[src/rtl/vga_plot_arbiter.sv]
// -----------------------------------------------------------------------------
// vga_plot_arbiter
//
// Purpose:
//   Shares one VGA adapter write port between two pixel engines. Engine 0 is
//   the fill engine and engine 1 is the circle engine. An engine first asks for
//   a session (reqN). Once it holds the grant (gntN), its plot strobes are
//   range-checked. In-range pixels go to the adapter one cycle later.
//   Out-of-range pixels are dropped and counted. The engine ends its session
//   with relN. After every session the arbiter spends one cycle idle before it
//   can grant again. When both engines request together in IDLE, the grant
//   alternates between them (round-robin).
//
// Ports:
//   clk                 single clock, rising edge
//   rst                 synchronous active-high reset
//   req0/req1           session request from engine 0 / 1
//   rel0/rel1           session release from engine 0 / 1
//   x0/x1   [7:0]       pixel x from engine 0 / 1
//   y0/y1   [6:0]       pixel y from engine 0 / 1
//   c0/c1   [2:0]       pixel colour from engine 0 / 1
//   plot0/plot1         pixel write strobe from engine 0 / 1
//   gnt0/gnt1           registered session grant (one-hot or zero)
//   vga_x   [7:0]       registered adapter x
//   vga_y   [6:0]       registered adapter y
//   vga_colour [2:0]    registered adapter colour
//   vga_plot            registered adapter write strobe
//   pix_count [14:0]    pixels forwarded in the current or last session
//   drop_count [15:0]   out-of-range plots discarded since reset
// -----------------------------------------------------------------------------
module vga_plot_arbiter #(
    parameter int unsigned XMAX = 160,
    parameter int unsigned YMAX = 120
) (
    input  logic        clk,
    input  logic        rst,
    input  logic        req0,
    input  logic        req1,
    input  logic        rel0,
    input  logic        rel1,
    input  logic [7:0]  x0,
    input  logic [7:0]  x1,
    input  logic [6:0]  y0,
    input  logic [6:0]  y1,
    input  logic [2:0]  c0,
    input  logic [2:0]  c1,
    input  logic        plot0,
    input  logic        plot1,
    output logic        gnt0,
    output logic        gnt1,
    output logic [7:0]  vga_x,
    output logic [6:0]  vga_y,
    output logic [2:0]  vga_colour,
    output logic        vga_plot,
    output logic [14:0] pix_count,
    output logic [15:0] drop_count
);

    typedef enum logic [1:0] {
        IDLE  = 2'd0,
        BUSY0 = 2'd1,
        BUSY1 = 2'd2
    } state_t;

    localparam logic [14:0] PIX_MAX  = 15'h7FFF;
    localparam logic [15:0] DROP_MAX = 16'hFFFF;

    state_t      state_q;
    logic        last_served_q;
    logic        gnt0_q;
    logic        gnt1_q;
    logic [7:0]  vga_x_q;
    logic [6:0]  vga_y_q;
    logic [2:0]  vga_colour_q;
    logic        vga_plot_q;
    logic [14:0] pix_count_q;
    logic [14:0] pix_count_d;
    logic [15:0] drop_count_q;
    logic [15:0] drop_count_d;

    // Per-engine views so that both engines share the same range-check logic.
    logic [7:0] x_arr    [2];
    logic [6:0] y_arr    [2];
    logic [2:0] c_arr    [2];
    logic [1:0] plot_arr;
    logic [1:0] gnt_arr;
    logic [1:0] in_range;

    assign x_arr[0]    = x0;
    assign x_arr[1]    = x1;
    assign y_arr[0]    = y0;
    assign y_arr[1]    = y1;
    assign c_arr[0]    = c0;
    assign c_arr[1]    = c1;
    assign plot_arr[0] = plot0;
    assign plot_arr[1] = plot1;
    assign gnt_arr[0]  = gnt0_q;
    assign gnt_arr[1]  = gnt1_q;

    genvar gi;
    generate
        for (gi = 0; gi < 2; gi++) begin : g_range
            assign in_range[gi] = (32'(x_arr[gi]) < XMAX) && (32'(y_arr[gi]) < YMAX);
        end
    endgenerate

    // Only the granted engine's strobe is seen. With no grant, both strobes
    // are masked, so a stray plot or release has no effect.
    logic       sel_eng;
    logic       sel_plot;
    logic       fwd;
    logic       drop;

    always_comb begin
        sel_eng  = gnt1_q;
        sel_plot = plot_arr[sel_eng] & gnt_arr[sel_eng];
        fwd      = sel_plot &  in_range[sel_eng];
        drop     = sel_plot & ~in_range[sel_eng];
    end

    always_comb begin
        pix_count_d = pix_count_q;
        if (fwd && (pix_count_q != PIX_MAX)) begin
            pix_count_d = pix_count_q + 15'd1;
        end
        drop_count_d = drop_count_q;
        if (drop && (drop_count_q != DROP_MAX)) begin
            drop_count_d = drop_count_q + 16'd1;
        end
    end

    always_ff @(posedge clk) begin
        if (rst) begin
            state_q       <= IDLE;
            last_served_q <= 1'b1;
            gnt0_q        <= 1'b0;
            gnt1_q        <= 1'b0;
            vga_x_q       <= '0;
            vga_y_q       <= '0;
            vga_colour_q  <= '0;
            vga_plot_q    <= 1'b0;
            pix_count_q   <= '0;
            drop_count_q  <= '0;
        end else begin
            // Adapter port: pulse for exactly one cycle per accepted pixel,
            // coordinates held otherwise.
            vga_plot_q   <= fwd;
            if (fwd) begin
                vga_x_q      <= x_arr[sel_eng];
                vga_y_q      <= y_arr[sel_eng];
                vga_colour_q <= c_arr[sel_eng];
            end
            drop_count_q <= drop_count_d;

            case (state_q)
                IDLE: begin
                    // If both engines request, the one that was not served last
                    // gets the grant. pix_count restarts when a session begins.
                    if (req0 && (!req1 || last_served_q)) begin
                        state_q       <= BUSY0;
                        gnt0_q        <= 1'b1;
                        last_served_q <= 1'b0;
                        pix_count_q   <= '0;
                    end else if (req1) begin
                        state_q       <= BUSY1;
                        gnt1_q        <= 1'b1;
                        last_served_q <= 1'b1;
                        pix_count_q   <= '0;
                    end
                end
                BUSY0: begin
                    pix_count_q <= pix_count_d;
                    if (rel0) begin
                        state_q <= IDLE;
                        gnt0_q  <= 1'b0;
                    end
                end
                BUSY1: begin
                    pix_count_q <= pix_count_d;
                    if (rel1) begin
                        state_q <= IDLE;
                        gnt1_q  <= 1'b0;
                    end
                end
                default: begin
                    state_q <= IDLE;
                    gnt0_q  <= 1'b0;
                    gnt1_q  <= 1'b0;
                end
            endcase
        end
    end

    assign gnt0       = gnt0_q;
    assign gnt1       = gnt1_q;
    assign vga_x      = vga_x_q;
    assign vga_y      = vga_y_q;
    assign vga_colour = vga_colour_q;
    assign vga_plot   = vga_plot_q;
    assign pix_count  = pix_count_q;
    assign drop_count = drop_count_q;

endmodule

[config.mk]
export PLATFORM = sky130hd
export DESIGN_NAME = vga_plot_arbiter
export DESIGN_NICKNAME = d
export VERILOG_FILES = /design/src/rtl/vga_plot_arbiter.sv
export SDC_FILE = /design/constraint.sdc
export NUM_CORES = 1
export LEC_CHECK = 0
export ABC_CLOCK_PERIOD_IN_PS = 2750
export BUFFER_PORTS_ARGS = -buffer_cell sky130_fd_sc_hd__buf_4
export CORE_MARGIN = 10
export CORE_UTILIZATION = 50
export DETAILED_ROUTE_END_ITERATION = 7
export PLACE_DENSITY = 0.84
export SLEW_MARGIN = 0
export SYNTH_ARGS = -nofsm -noshare
export SYNTH_HDL_FRONTEND = slang
export SYNTH_SLANG_ARGS = --single-unit
[constraint.sdc]
create_clock -name clk -period 2.75 [get_ports clk]
set_clock_uncertainty 0.1 [all_clocks]
set_input_delay 0.55 -clock clk [delete_from_list [all_inputs] [get_ports clk]]
set_output_delay 0.55 -clock clk [all_outputs]
set_load 0.02 [all_outputs]
==> metrics.cfg <==
[clock_tree]
cts_buffers = 5
cts-hold-fix-buffers = 0
clk_path_buf_depth = 2
clock-sinks = 55
cts_setup_buffers = 0
root_buffer = clkbuf_8
insertion_delay_ns = 0.31
clk_pin_slew_ns = 0.09
cts_tree = yes
htree_levels = 2
post_cts_resized = 0

[pwr]
irDropWorstVdd_mv = 0.242
power.leakage_nw = 1.50
power.total_mw = 1.87
p_per_area_nw_per_um2 = 492

[final_layout]
insertedDiodeCount = 0
drive_gt1_share_pct = 28.2
fin_nets = 484
multi_input_area_um2 = 1650
final_cells = 508
utilization_pct = 69.0
regArea_um2 = 1100
final_common_cell = buf_4
syn2layout_area_growth_pct = 33.3
final_cell_mix = buf_4 (105), dfxtp_1 (55), nor2_1 (36)
fill_cells = 467
design_area_um2 = 3800

[timing]
finalWorstSetupSlack_ns = 0.274
maxSlewHeadroom_pct = 56.2
fin_crit_sh_pct = 90.0
fin_hold_ws_ns = 0.381
fin_crit_ns = 2.48
finalSetupViolations = 0
fin_setup_tns_ns = 0
finalHoldViolCount = 0
rsz0062_at_grt = false
max_freq_mhz = 404
drv_slew = 0
tightest_slew_ns = 0.653

[worst_setup_path]
cp.arrival_ns = 2.62
reg2reg_to = pix_count[11]$_SDFFE_PP0P_
path_class = reg2reg
critPathLaunchType = register
critPathLaunch = pix_count[0]$_SDFFE_PP0P_
cp_max_fo = 9
r2r_slack_ns = 0.27
critPathRequiredTime_ns = 2.89
critPathCapture = pix_count[11]$_SDFFE_PP0P_
rr_startpoint = pix_count[0]$_SDFFE_PP0P_
worstSetupEndpointType = register
reg2regPathDepth = 6

[detailed_routing]
drtIter0Drc = 220
dr_total_vias = 2950
drc = 0
wirelength_mm = 8.34
firstDrtPassIters = 4
ant_nets = 0
wl_per_cell_um = 16.4
vias_per_cell = 5.81

[placement]
placed_cell_area_um2 = 3660
placed_cells = 500
dpl.hpwl_mm = 6.34
io_buffer_count = 95
gp_congestion = 0.933
dp_slack_ns = 0.286

[min_path]
min_from = state_q[1]$_SDFFE_PP0P_
worstHoldPathType = reg2reg

[global_route]
grt_pass1_wl_mm = 13.1
grt_overflow = 0
grt_max_degree = 41
grt_util_all_layers_pct = 17.5
grt_pass1_vias = 2743
antenna_found_initial = 0

[floorplanning]
die_h_um = 95.5
rows = 27
die_x_um = 95.5
start_util_pct = 51.7
dieArea_um2 = 9120
ios = 96
coreArea_um2 = 5510

[logic_synthesis]
syn-cell-area_um2 = 2850
syn-num-nets = 390
seq_area_frac_synth_pct = 38.6
yosysWarnings = 0
ys.flop_type = dfxtp_1
synth-seq-cells = 55
netlist_instances = 341
ys_types = 49
synthArstFlopShare_pct = 0
synth_enable_flop_cells = 0
syn-mean-instance-area_um2 = 8.35

[job]
cap_viol_max_count = 0

[status]
outcome = finished, final reports clean

==> routing by layer <==
layer  wire (um)  GRT usage (%)
met1        3560           21.0
met2        3840           28.6
met3         789           5.50
met4         153           6.39
met5           0              0
==> where the power goes <==
group          switching (mW)  internal [mW]  leakage [nW]  total, mW
combinational           0.219          0.169         0.987      0.388
clock                   0.260          0.364        0.0654      0.623
sequential             0.0254          0.833         0.446      0.858
total                   0.504           1.37          1.50       1.87
==> critical path, stage by stage (launching register included) <==
cell     delay [ns]
dfxtp_1        0.47
ha_1           0.27
and3_1         0.21
nand3_1        0.20
o21ai_1        0.60
o21ai_0        0.35
a31oi_1        0.23
==> flip-flops by register name (all words and copies together) (netlist names) <==
signal / flops
drop_count: 16
vga_colour: 3
vga_x: 8
state_q: 2
vga_y: 7
pix_count: 15
gnt1: 1
gnt0: 1
vga_plot: 1
last_served_q: 1
==> synth_stat cells (10+ instances only) <==
cell type / n / area (um^2)
a211oi_1: 18 / 135
nor2_1: 36 / 135
or4_1: 12 / 90.1
dfxtp_1: 55 / 1100
a21oi_1: 15 / 75.1
mux2i_1: 17 / 170
and3_1: 11 / 68.8
a31oi_1: 10 / 62.6
nand3_1: 21 / 105
o31ai_1: 12 / 90.1
o21ai_0: 15 / 75.1
nand2_1: 23 / 86.3
==> worst min-delay path by stage <==
stage / endpoint / cells past startpoint
6_report: state_q[1]$_SDFFE_PP0P_ / 2
5_1_grt: state_q[0]$_SDFFE_PP0P_ / 2
4_1_cts: state_q[1]$_SDFFE_PP0P_ / 2
3_5_place_dp: state_q[1]$_SDFFE_PP0P_ / 2
3_3_place_gp: state_q[1]$_SDFFE_PP0P_ / 2
2_1_floorplan: state_q[1]$_SDFFE_PP0P_ / 2
==> cell type report <==
| class | count | area share, % |
|---|---|---|
| multi-input cells | 259 | 43.5 |
| inverters | 9 | 0.890 |
| repair buffers | 105 | 20.8 |
| clock buffers | 6 | 1.91 |
| clock inverters | 2 | 1.58 |
| well taps | 72 | 2.37 |
| flip-flops and latches | 55 | 29.0 |
==> logic make-up after synthesis <==
kind of cell / count (synthesis) / synth area share [%]
mux: 19 / 6.76
flops: 55 / 38.6
buf+inv: 27 / 4.04
simple gates: 146 / 27.4
fa+ha+maj: 5 / 2.20
compound gates: 89 / 21.0
(Power assumes the default switching activity.)
